==> src/rtl/fifo_rd_ctrl.sv <==
`default_nettype none
// ============================================================================
// Module      : fifo_rd_ctrl
// Description : Read-side controller that pulls words out of a synchronous
//               FIFO (one-cycle read latency) and presents them on a
//               valid/ready stream through a 3-entry in-order buffer.
//               Provides a delivered-word counter, a sticky underflow error
//               flag and a busy indicator.
//
// Ports
//   rd_clk          in   1       FIFO read-side clock, rising edge
//   rst_n           in   1       asynchronous active-low reset
//   enable_i        in   1       run request
//   fifo_empty_i    in   1       FIFO empty flag
//   fifo_rdata_i    in   DATA_W  FIFO read data (valid one cycle after rden)
//   fifo_underflw_i in   1       FIFO underflow flag
//   fifo_rden_o     out  1       FIFO read enable
//   m_data_o        out  DATA_W  stream data (oldest buffered word)
//   m_valid_o       out  1       stream valid
//   m_ready_i       in   1       stream ready
//   rd_count_o      out  CNT_W   delivered-word count (wraps)
//   underflw_err_o  out  1       sticky underflow error
//   busy_o          out  1       activity indicator
//
// Revision    : 1.0 - initial release
// ============================================================================
module fifo_rd_ctrl #(
  parameter int DATA_W = 8,
  parameter int CNT_W  = 16
) (
  input  logic              rd_clk,
  input  logic              rst_n,
  input  logic              enable_i,
  input  logic              fifo_empty_i,
  input  logic [DATA_W-1:0] fifo_rdata_i,
  input  logic              fifo_underflw_i,
  output logic              fifo_rden_o,
  output logic [DATA_W-1:0] m_data_o,
  output logic              m_valid_o,
  input  logic              m_ready_i,
  output logic [CNT_W-1:0]  rd_count_o,
  output logic              underflw_err_o,
  output logic              busy_o
);

  localparam int          DEPTH     = 3;
  localparam logic [2:0]  SLOTS_MAX = 3'd3;
  localparam logic [CNT_W-1:0] CNT_ONE = {{(CNT_W-1){1'b0}}, 1'b1};

  typedef enum logic [1:0] {
    ST_IDLE  = 2'd0,
    ST_RUN   = 2'd1,
    ST_DRAIN = 2'd2
  } state_t;

  state_t            state;
  logic [1:0]        occ;         // words held in the buffer (0..3)
  logic              infl;        // a read was issued last cycle, data arrives now
  logic [1:0]        rd_ptr;      // oldest buffered entry
  logic [1:0]        wr_ptr;      // next free entry
  logic [DATA_W-1:0] mem [DEPTH];
  logic [CNT_W-1:0]  count;
  logic              uerr;

  logic [2:0]        slots_used;
  logic              rden;
  logic              handshake;

  // Circular pointer step over the three buffer entries.
  function automatic logic [1:0] ptr_inc(input logic [1:0] p);
    return (p == 2'd2) ? 2'd0 : p + 2'd1;
  endfunction

  // A slot is reserved as soon as a read is issued, so the buffer can never
  // be asked to accept a word it has no room for. Ready is deliberately not
  // part of this decision to keep the stream ready path off the FIFO side.
  assign slots_used = {1'b0, occ} + {2'b00, infl};
  assign rden       = (state == ST_RUN) && !fifo_empty_i && (slots_used < SLOTS_MAX);
  assign handshake  = (occ != 2'd0) && m_ready_i;

  // --------------------------------------------------------------------------
  // Control state machine
  // --------------------------------------------------------------------------
  always_ff @(posedge rd_clk or negedge rst_n) begin
    if (!rst_n) begin
      state <= ST_IDLE;
    end else begin
      case (state)
        ST_IDLE: begin
          if (enable_i) state <= ST_RUN;
        end
        ST_RUN: begin
          if (!enable_i) state <= ST_DRAIN;
        end
        ST_DRAIN: begin
          // Re-enable takes priority over finishing the drain.
          if (enable_i) begin
            state <= ST_RUN;
          end else if ((occ == 2'd0) && !infl) begin
            state <= ST_IDLE;
          end
        end
        default: state <= ST_IDLE;
      endcase
    end
  end

  // --------------------------------------------------------------------------
  // Read tracking and output buffer
  // --------------------------------------------------------------------------
  always_ff @(posedge rd_clk or negedge rst_n) begin
    if (!rst_n) begin
      infl   <= 1'b0;
      occ    <= 2'd0;
      rd_ptr <= 2'd0;
      wr_ptr <= 2'd0;
      for (int i = 0; i < DEPTH; i++) begin
        mem[i] <= '0;
      end
    end else begin
      infl <= rden;

      // The word requested last cycle is on fifo_rdata_i now.
      if (infl) begin
        mem[wr_ptr] <= fifo_rdata_i;
        wr_ptr      <= ptr_inc(wr_ptr);
      end

      if (handshake) begin
        rd_ptr <= ptr_inc(rd_ptr);
      end

      // Simultaneous capture and handshake leave the occupancy unchanged.
      case ({infl, handshake})
        2'b10:   occ <= occ + 2'd1;
        2'b01:   occ <= occ - 2'd1;
        default: occ <= occ;
      endcase
    end
  end

  // --------------------------------------------------------------------------
  // Delivered-word counter and sticky underflow flag
  // --------------------------------------------------------------------------
  always_ff @(posedge rd_clk or negedge rst_n) begin
    if (!rst_n) begin
      count <= '0;
      uerr  <= 1'b0;
    end else begin
      if (handshake) begin
        count <= count + CNT_ONE;
      end
      if (fifo_underflw_i) begin
        uerr <= 1'b1;
      end
    end
  end

  // --------------------------------------------------------------------------
  // Outputs
  // --------------------------------------------------------------------------
  assign fifo_rden_o    = rden;
  assign m_valid_o      = (occ != 2'd0);
  // Data is forced to zero while nothing is buffered so stale entries never
  // appear on the stream.
  assign m_data_o       = m_valid_o ? mem[rd_ptr] : '0;
  assign rd_count_o     = count;
  assign underflw_err_o = uerr;
  assign busy_o         = (state != ST_IDLE) || (occ != 2'd0) || infl;

endmodule
`default_nettype wire

==> config.mk <==
export PLATFORM = sky130hd
export DESIGN_NAME = fifo_rd_ctrl
export DESIGN_NICKNAME = d
export VERILOG_FILES = /design/src/rtl/fifo_rd_ctrl.sv
export SDC_FILE = /design/constraint.sdc
export NUM_CORES = 1
export LEC_CHECK = 0
export CAP_MARGIN = 15
export CORE_MARGIN = 2
export CORE_UTILIZATION = 41
export DETAILED_ROUTE_END_ITERATION = 12
export PLACE_DENSITY = 0.65
export RECOVER_POWER = 50
export SYNTH_ARGS = -nofsm -noshare
export SYNTH_HDL_FRONTEND = slang
export SYNTH_SLANG_ARGS = --single-unit
==> constraint.sdc <==
create_clock -name rd_clk -period 1.94 [get_ports rd_clk]
set_input_delay 0.582 -clock rd_clk [delete_from_list [all_inputs] [get_ports rd_clk]]
set_output_delay 0.582 -clock rd_clk [all_outputs]
set_load 0.01 [all_outputs]
==> results.md, run 1 <==
* H-tree lvl count at 2
* Die W at 78.4 um
* Status: finished with violations
* Worst r2r path cells at 7
* Clock Latency Late Sink at 0.30 ns
* Final hold vios at 0
* Clk root buf: clkbuf_8
* Largest net degree at the start of global routing at 41
* CP arrival at 1.58 ns
* ANT nets after route at 0
* Seq. cell area at 0.00125 mm2
* Initial antenna violation count at 0
* Pleak at 0.00134 uW
* Worst setup EP type: output pin
* FFs w/ async S/R, synth at 100%
* Most used DFF post-synth: dfrtp_1
* DR vias/cell at 4.79
* Min-delay worst type: primary input to asynchronous set/reset pin
* Drt drc at 0
* Total CTS buffers at 5
* Seq/Total Area, Yosys at 55.1%
* Die Ht at 78.4 um
* DRT iter0 DRCs at 36
* Mean Syn Cell Area at 12.5 um2
* Max Cap Violations at 0
* Skew final at 0.00699 ns
* WL per Instance at 12.9 um
* Layout net count at 268
* Synthesis warning total at 0
* VDD IR-drop max at 0.662 mV
* Starting density of the core at 41.8%
* # diodes at 0
* Number of port buffers at 41
* Critical Path Source Type: register
* Placeable Area at 0.00544 mm2
* DPL Wire Length at 3010 um
* WHS at 0.237 ns
* Worst setup margin at -0.222 ns
* Post-Syn Area at 0.00227 mm2
* Layout fillers at 495
* Layout cell share with drive strength beyond 1 at 30.3%
* Synth Register Bits at 50
* Placed instance area at 0.00289 mm2
* Critical Path End: fifo_rden_o
* Crit. Startpoint: occ[0]
* Top-area cell type share of the netlist area at 55.1%
* Total power at 4340 uW
* Via count at 1548
* RSZ-0062 raised after global routing: true
* Failing checks: negative setup slack
* Critical path type: register to output pin
* Cells after synthesis at 182
* Routed WL at 4180 um
* Drt pass-1 iters at 4
* IO Count at 42
* Final GP Congestion at 0.695
* Tcrit/Tclk final at 111%
* Library cells used by synthesis at 32
* Overflow after GRT at 0
* Synthesis-to-finish area growth at 32.5%
* CP Max Fanout at 2
* Final Max Slew Viols at 0
* Clk slew on worst S/H paths at 0.09 ns
* Clock sinks at 50
* Reg2Reg Launch Point: occ[1]
* Worst slew pin tran at 0.989 ns
* CP required at 1.36 ns
* Vias in the first global route at 1593
* Area of the die at 0.00615 mm2
* Multi-input gate area in the final layout at 0.00101 mm2
* GRT Overall Usage at 15.3%
* Cell Pwr Density at 1440 mW/mm2
* EDFF count, synth at 0
* TritonCTS clock tree: yes
* FF-to-FF setup slack at -0.08 ns
* Global-route wire length before repair at 7360 um
* Row count at 27
* Min Tclk post-route at 2.16 ns
* Mapped Nets at 200
* Max clock buf depth at 2
* Top post-synthesis cells by area: dfrtp_1, mux2_2, xnor2_1
* Fin area at 0.00301 mm2
* Slew margin rel. at 34.1%
* Synth area leader: dfrtp_1
* Worst reg2reg path endpoint: occ[1]
* Final setup viols at 11
* Fmax at 462 MHz
==> flip-flops by register name, indices dropped and copies added (netlist names) <==
| register | flops |
|---|---|
| state | 2 |
| wr_ptr | 2 |
| rd_count_o | 16 |
| rd_ptr | 2 |
| infl | 1 |
| occ | 2 |
| underflw_err_o | 1 |
| mem | 24 |
==> power breakdown <==
part	leakage, uW	internal, uW	total [uW]	switching, uW
logic	0.000684	1140	2010	871
registers	0.000610	1440	1720	271
clock network	0.0000482	288	616	328
==> how the worst min path moves through the flow <==
stage / from / to / slack, ns / cells past startpoint
CTS: rst_n / rd_count_o[2] / 0.15 / 1
finish: rst_n / rd_count_o[2] / 0.24 / 1
global route: rst_n / rd_count_o[11] / 0.27 / 1
global placement: underflw_err_o / underflw_err_o / 0.46 / 1
floorplan: rst_n / infl / 0.29 / 0
detailed placement: rst_n / rd_count_o[2] / 0.47 / 1
==> routing by layer <==
| metal | up-vias | wire length [um] | track usage (%) |
|---|---|---|---|
| met2 | 36 | 2010 | 26.1 |
| met5 | - | 0 | 0 |
| met3 | 5 | 186 | 3.79 |
| li1 | 757 | - | - |
| met1 | 750 | 1940 | 19.9 |
| met4 | 0 | 40 | 3.16 |
==> cells in the mapped netlist, types with 4 or more instances <==
master / number
nand4_1: 5
dfrtp_1: 50
nor2_1: 18
mux2i_1: 8
inv_1: 4
a21oi_1: 9
xnor2_1: 16
ha_1: 4
mux2_2: 17
nand3_1: 5
mux2_4: 8
nand2_1: 12
==> timing repair <==
| item | 4_1_cts | 5_1_grt |
|---|---|---|
| setup endpoints to repair | 11 | 13 |
| hold buffers | 0 | 0 |
| resized for setup | 53 | 3 |
| pin swaps | 1 | 0 |
| cloned | 0 | 0 |
| buffers inserted | 8 | 0 |
==> final cells by class <==
cell class              count  area share [%]
flip-flops and latches     50            41.7
repair buffers             65            18.3
inverters                   5           0.624
clock buffers               7            2.87
well taps                  72            2.99
clock inverters             1           0.166
multi-input cells         123            33.4
==> placed cells by master, fill, tap and decap left out, types with 2 or more instances in the layout <==
cell type,n
nor2b_1,2
nor2_1,18
clkdlybuf4s50_1,27
xor2_1,2
nand3_1,5
clkbuf_2,2
mux2_2,17
buf_6,8
nand4_1,5
clkbuf_1,4
dlygate4sd3_1,2
ha_1,2
mux2i_1,8
mux2_4,8
a21oi_1,9
o21ai_0,3
inv_1,4
dfrtp_2,2
buf_2,10
clkbuf_8,6
dfrtp_1,48
nand2_1,12
xnor2_1,16
buf_4,13
and4_1,2
==> worst max-delay path, stage by stage (launching register included) <==
cell and delay, ns:
dfrtp_1 0.39, ha_2 0.20, ha_4 0.22, a2111oi_4 0.30, buf_2 0.19
==> kinds of logic (layout without fill, tap and decap cells) <==
family	after synthesis	after routing	synth area share, %
AOI/OAI and AO/OA	15	15	3.86
xor gates and xnor gates	18	18	6.94
muxes	33	33	17.2
DFF	50	50	55.1
adders and majority gates	4	4	2.20
and+or+nand+nor	53	53	12.8
buffers and inverters	9	78	1.87
==> per-stage QoR <==
stage | utilization (%) | setup TNS [ns] | setup slack, ns | std cells
2_1_floorplan | - | 0 | 0.00263 | 182
3_3_place_gp | 53.2 | -1.69 | -0.457 | 307
3_5_place_dp | 53.2 | -1.71 | -0.499 | 307
4_1_cts | 56.0 | -1.25 | -0.249 | 323
5_1_grt | 55.3 | -2.65 | -0.297 | 323
6_report | 55.3 | -1.14 | -0.222 | 323
(Power assumes the default switching activity.)
==> run 2: changes to the inputs <==
TNS_END_PERCENT = 50   (was not set)
==> results.md, run 2 (synthesis gave the netlist of run 1 again) <==
* Status: finished with violations
* Failing checks: negative setup slack
* VDD IR-drop max at 0.639 mV (-3.5%)
* Slew margin rel. at 33.7% (-0.44 points)
* Vias in the first global route at 1569 (-1.5%)
* Fmax at 462 MHz (about the same)
* Worst slack at placement at -0.499 ns (unchanged)
* Row count at 27 (unchanged)
* Clock Latency Late Sink at 0.30 ns (about the same)
* Worst setup margin at -0.222 ns (-0.000178 ns)
* Drt pass-1 iters at 4 (unchanged)
* Crit-path max cell delay at 0.39 ns (about the same)
* RSZ-0062 raised after global routing: true
* Largest Register: mem
* Crit-path cells: ha_2 -> ha_4 -> a2111oi_4 -> buf_2
* Global-route wire length before repair at 7310 um (-0.65%)
* Clock sinks at 50 (unchanged)
* Placeable Area at 0.00544 mm2 (unchanged)
* Clk root buf: clkbuf_8
* CP max stage cell: dfrtp_1
* CP arrival at 1.58 ns (about the same)
* Fin area at 0.00297 mm2 (-1.2%)
* Via count at 1540 (-0.52%)
* DR vias/cell at 4.81 (+0.42%)
* Pleak at 0.00132 uW (-1.4%)
* Cell Pwr Density at 1440 mW/mm2 (-0.17%)
* Final setup viols at 11 (unchanged)
* Min-delay worst type: primary input to asynchronous set/reset pin
* TritonCTS clock tree: yes
* GRT Overall Usage at 15.2% (-0.12 points)
* Commonest non-fill, non-tap cell in the layout: dfrtp_1
* Final hold vios at 0 (unchanged)
* Drt drc at 0 (unchanged)
* Number of port buffers at 41 (unchanged)
* Final Max Slew Viols at 0 (unchanged)
* Max Cap Violations at 0 (unchanged)
* IO Count at 42 (unchanged)
* Worst setup EP type: output pin
* Max clock buf depth at 2 (unchanged)
* Layout cell share with drive strength beyond 1 at 29.4% (-0.84 points)
* Max reg flops at 24 (unchanged)
* Critical Path Source Type: register
* Total CTS buffers at 5 (unchanged)
* Die Ht at 78.4 um (unchanged)
* Bufs and invs on worst path at 1 (unchanged)
* WL per Instance at 13.0 um (+0.60%)
* Largest net degree at the start of global routing at 41 (unchanged)
* Starting density of the core at 41.8% (unchanged)
* Placed instance area at 0.00289 mm2 (unchanged)
* Initial antenna violation count at 0 (unchanged)
* DRT iter0 DRCs at 40 (+11%)
* Critical path type: register to output pin
* Clk slew on worst S/H paths at 0.09 ns (about the same)
* WHS at 0.237 ns (-0.000191 ns)
* DPL Wire Length at 3010 um (unchanged)
* Most frequent cells in the layout: dfrtp_1, clkdlybuf4s50_1, nor2_1, mux2_2, xnor2_1
* Final GP Congestion at 0.695 (unchanged)
* Die W at 78.4 um (unchanged)
* CP top delay family: adder cells
* CP Max Fanout at 2 (unchanged)
* Tcrit/Tclk final at 111% (about the same)
* Min Tclk post-route at 2.16 ns (+0.000178 ns)
* H-tree lvl count at 2 (unchanged)
* Skew final at 0.00812 ns (+0.00112 ns)
* # diodes at 0 (unchanged)
* Overflow after GRT at 0 (unchanged)
* FF-to-FF setup slack at -0.08 ns (about the same)
* Core Util, Final at 54.6% (-0.69 points)
* Area of the die at 0.00615 mm2 (unchanged)
* Worst slew pin tran at 0.995 ns (+0.00655 ns)
* Layout net count at 265 (-1.1%)
* Synthesis-to-finish area growth at 30.9%
* Routed WL at 4160 um (-0.34%)
* ANT nets after route at 0 (unchanged)
* Layout fillers at 502 (+1.4%)
* CP required at 1.36 ns (about the same)
## run 2: cell count changes in the layout (fill, tap and decap cells not counted), sizes merged
| cell | delta |
|---|---|
| buf | -3 |
## run 2: metrics by stage
| step | power [uW] | TNS (ns) | cells |
|---|---|---|---|
| after floorplan | 2850 | 0 | 182 |
| after global placement | 3710 | -1.69 | 307 |
| after detailed placement | 3750 | -1.71 | 307 |
| after CTS | 4360 | -0.935 | 319 |
| after global routing | 4610 | -2.29 | 320 |
| final | 4280 | -0.799 | 320 |
## run 2: worst paths after layout
path | startpoint | end | cells past startpoint
min reg2reg | underflw_err_o | underflw_err_o | 1
max reg2reg | occ[1] | occ[1] | 7
max | occ[0] | fifo_rden_o | 4
max in group asynchronous | rst_n | rd_count_o[6] | 2
min | rst_n | rd_count_o[2] | 1
min in group rd_clk | underflw_err_o | underflw_err_o | 1
## run 2: what timing repair did
item / in CTS / in global routing
resized for setup: 49 / 3
pin swaps: 1 / 0
setup buffers: 4 / 1
hold buffers: 0 / 0
endpoints found under the setup margin: 11 / 13
## run 2: final cells by class
type,instances,area [um2],share of cell area (%)
clock buffer,7,86.3,2.91
inverter,5,18.8,0.632
sequential,50,1250,42.2
tap,72,90.1,3.03
timing repair buffer,62,512,17.2
clock inverter,1,5.00,0.168
multi-input combinational,123,1010,33.9
## run 2: worst register-to-register path, cell delays in order, from the launching register on
cell	delay, ns
dfrtp_1	0.40
buf_6	0.13
buf_4	0.13
o21ai_0	0.51
inv_1	0.13
ha_1	0.33
nor2_1	0.14
xor2_1	0.17
## run 2: layer usage
metal,GRT usage (%),vias to the layer above,share of wire (%)
met3,3.79,5,4.2
met1,19.8,750,47
met5,0,-,0
met2,25.8,34,48
li1,-,751,-
met4,3.16,0,0.96
## run 2: power by group
| group | internal (uW) | switching [uW] | total [uW] |
|---|---|---|---|
| combinational | 1090 | 858 | 1950 |
| sequential | 1440 | 271 | 1720 |
| clock | 288 | 330 | 618 |
| total | 2820 | 1460 | 4280 |
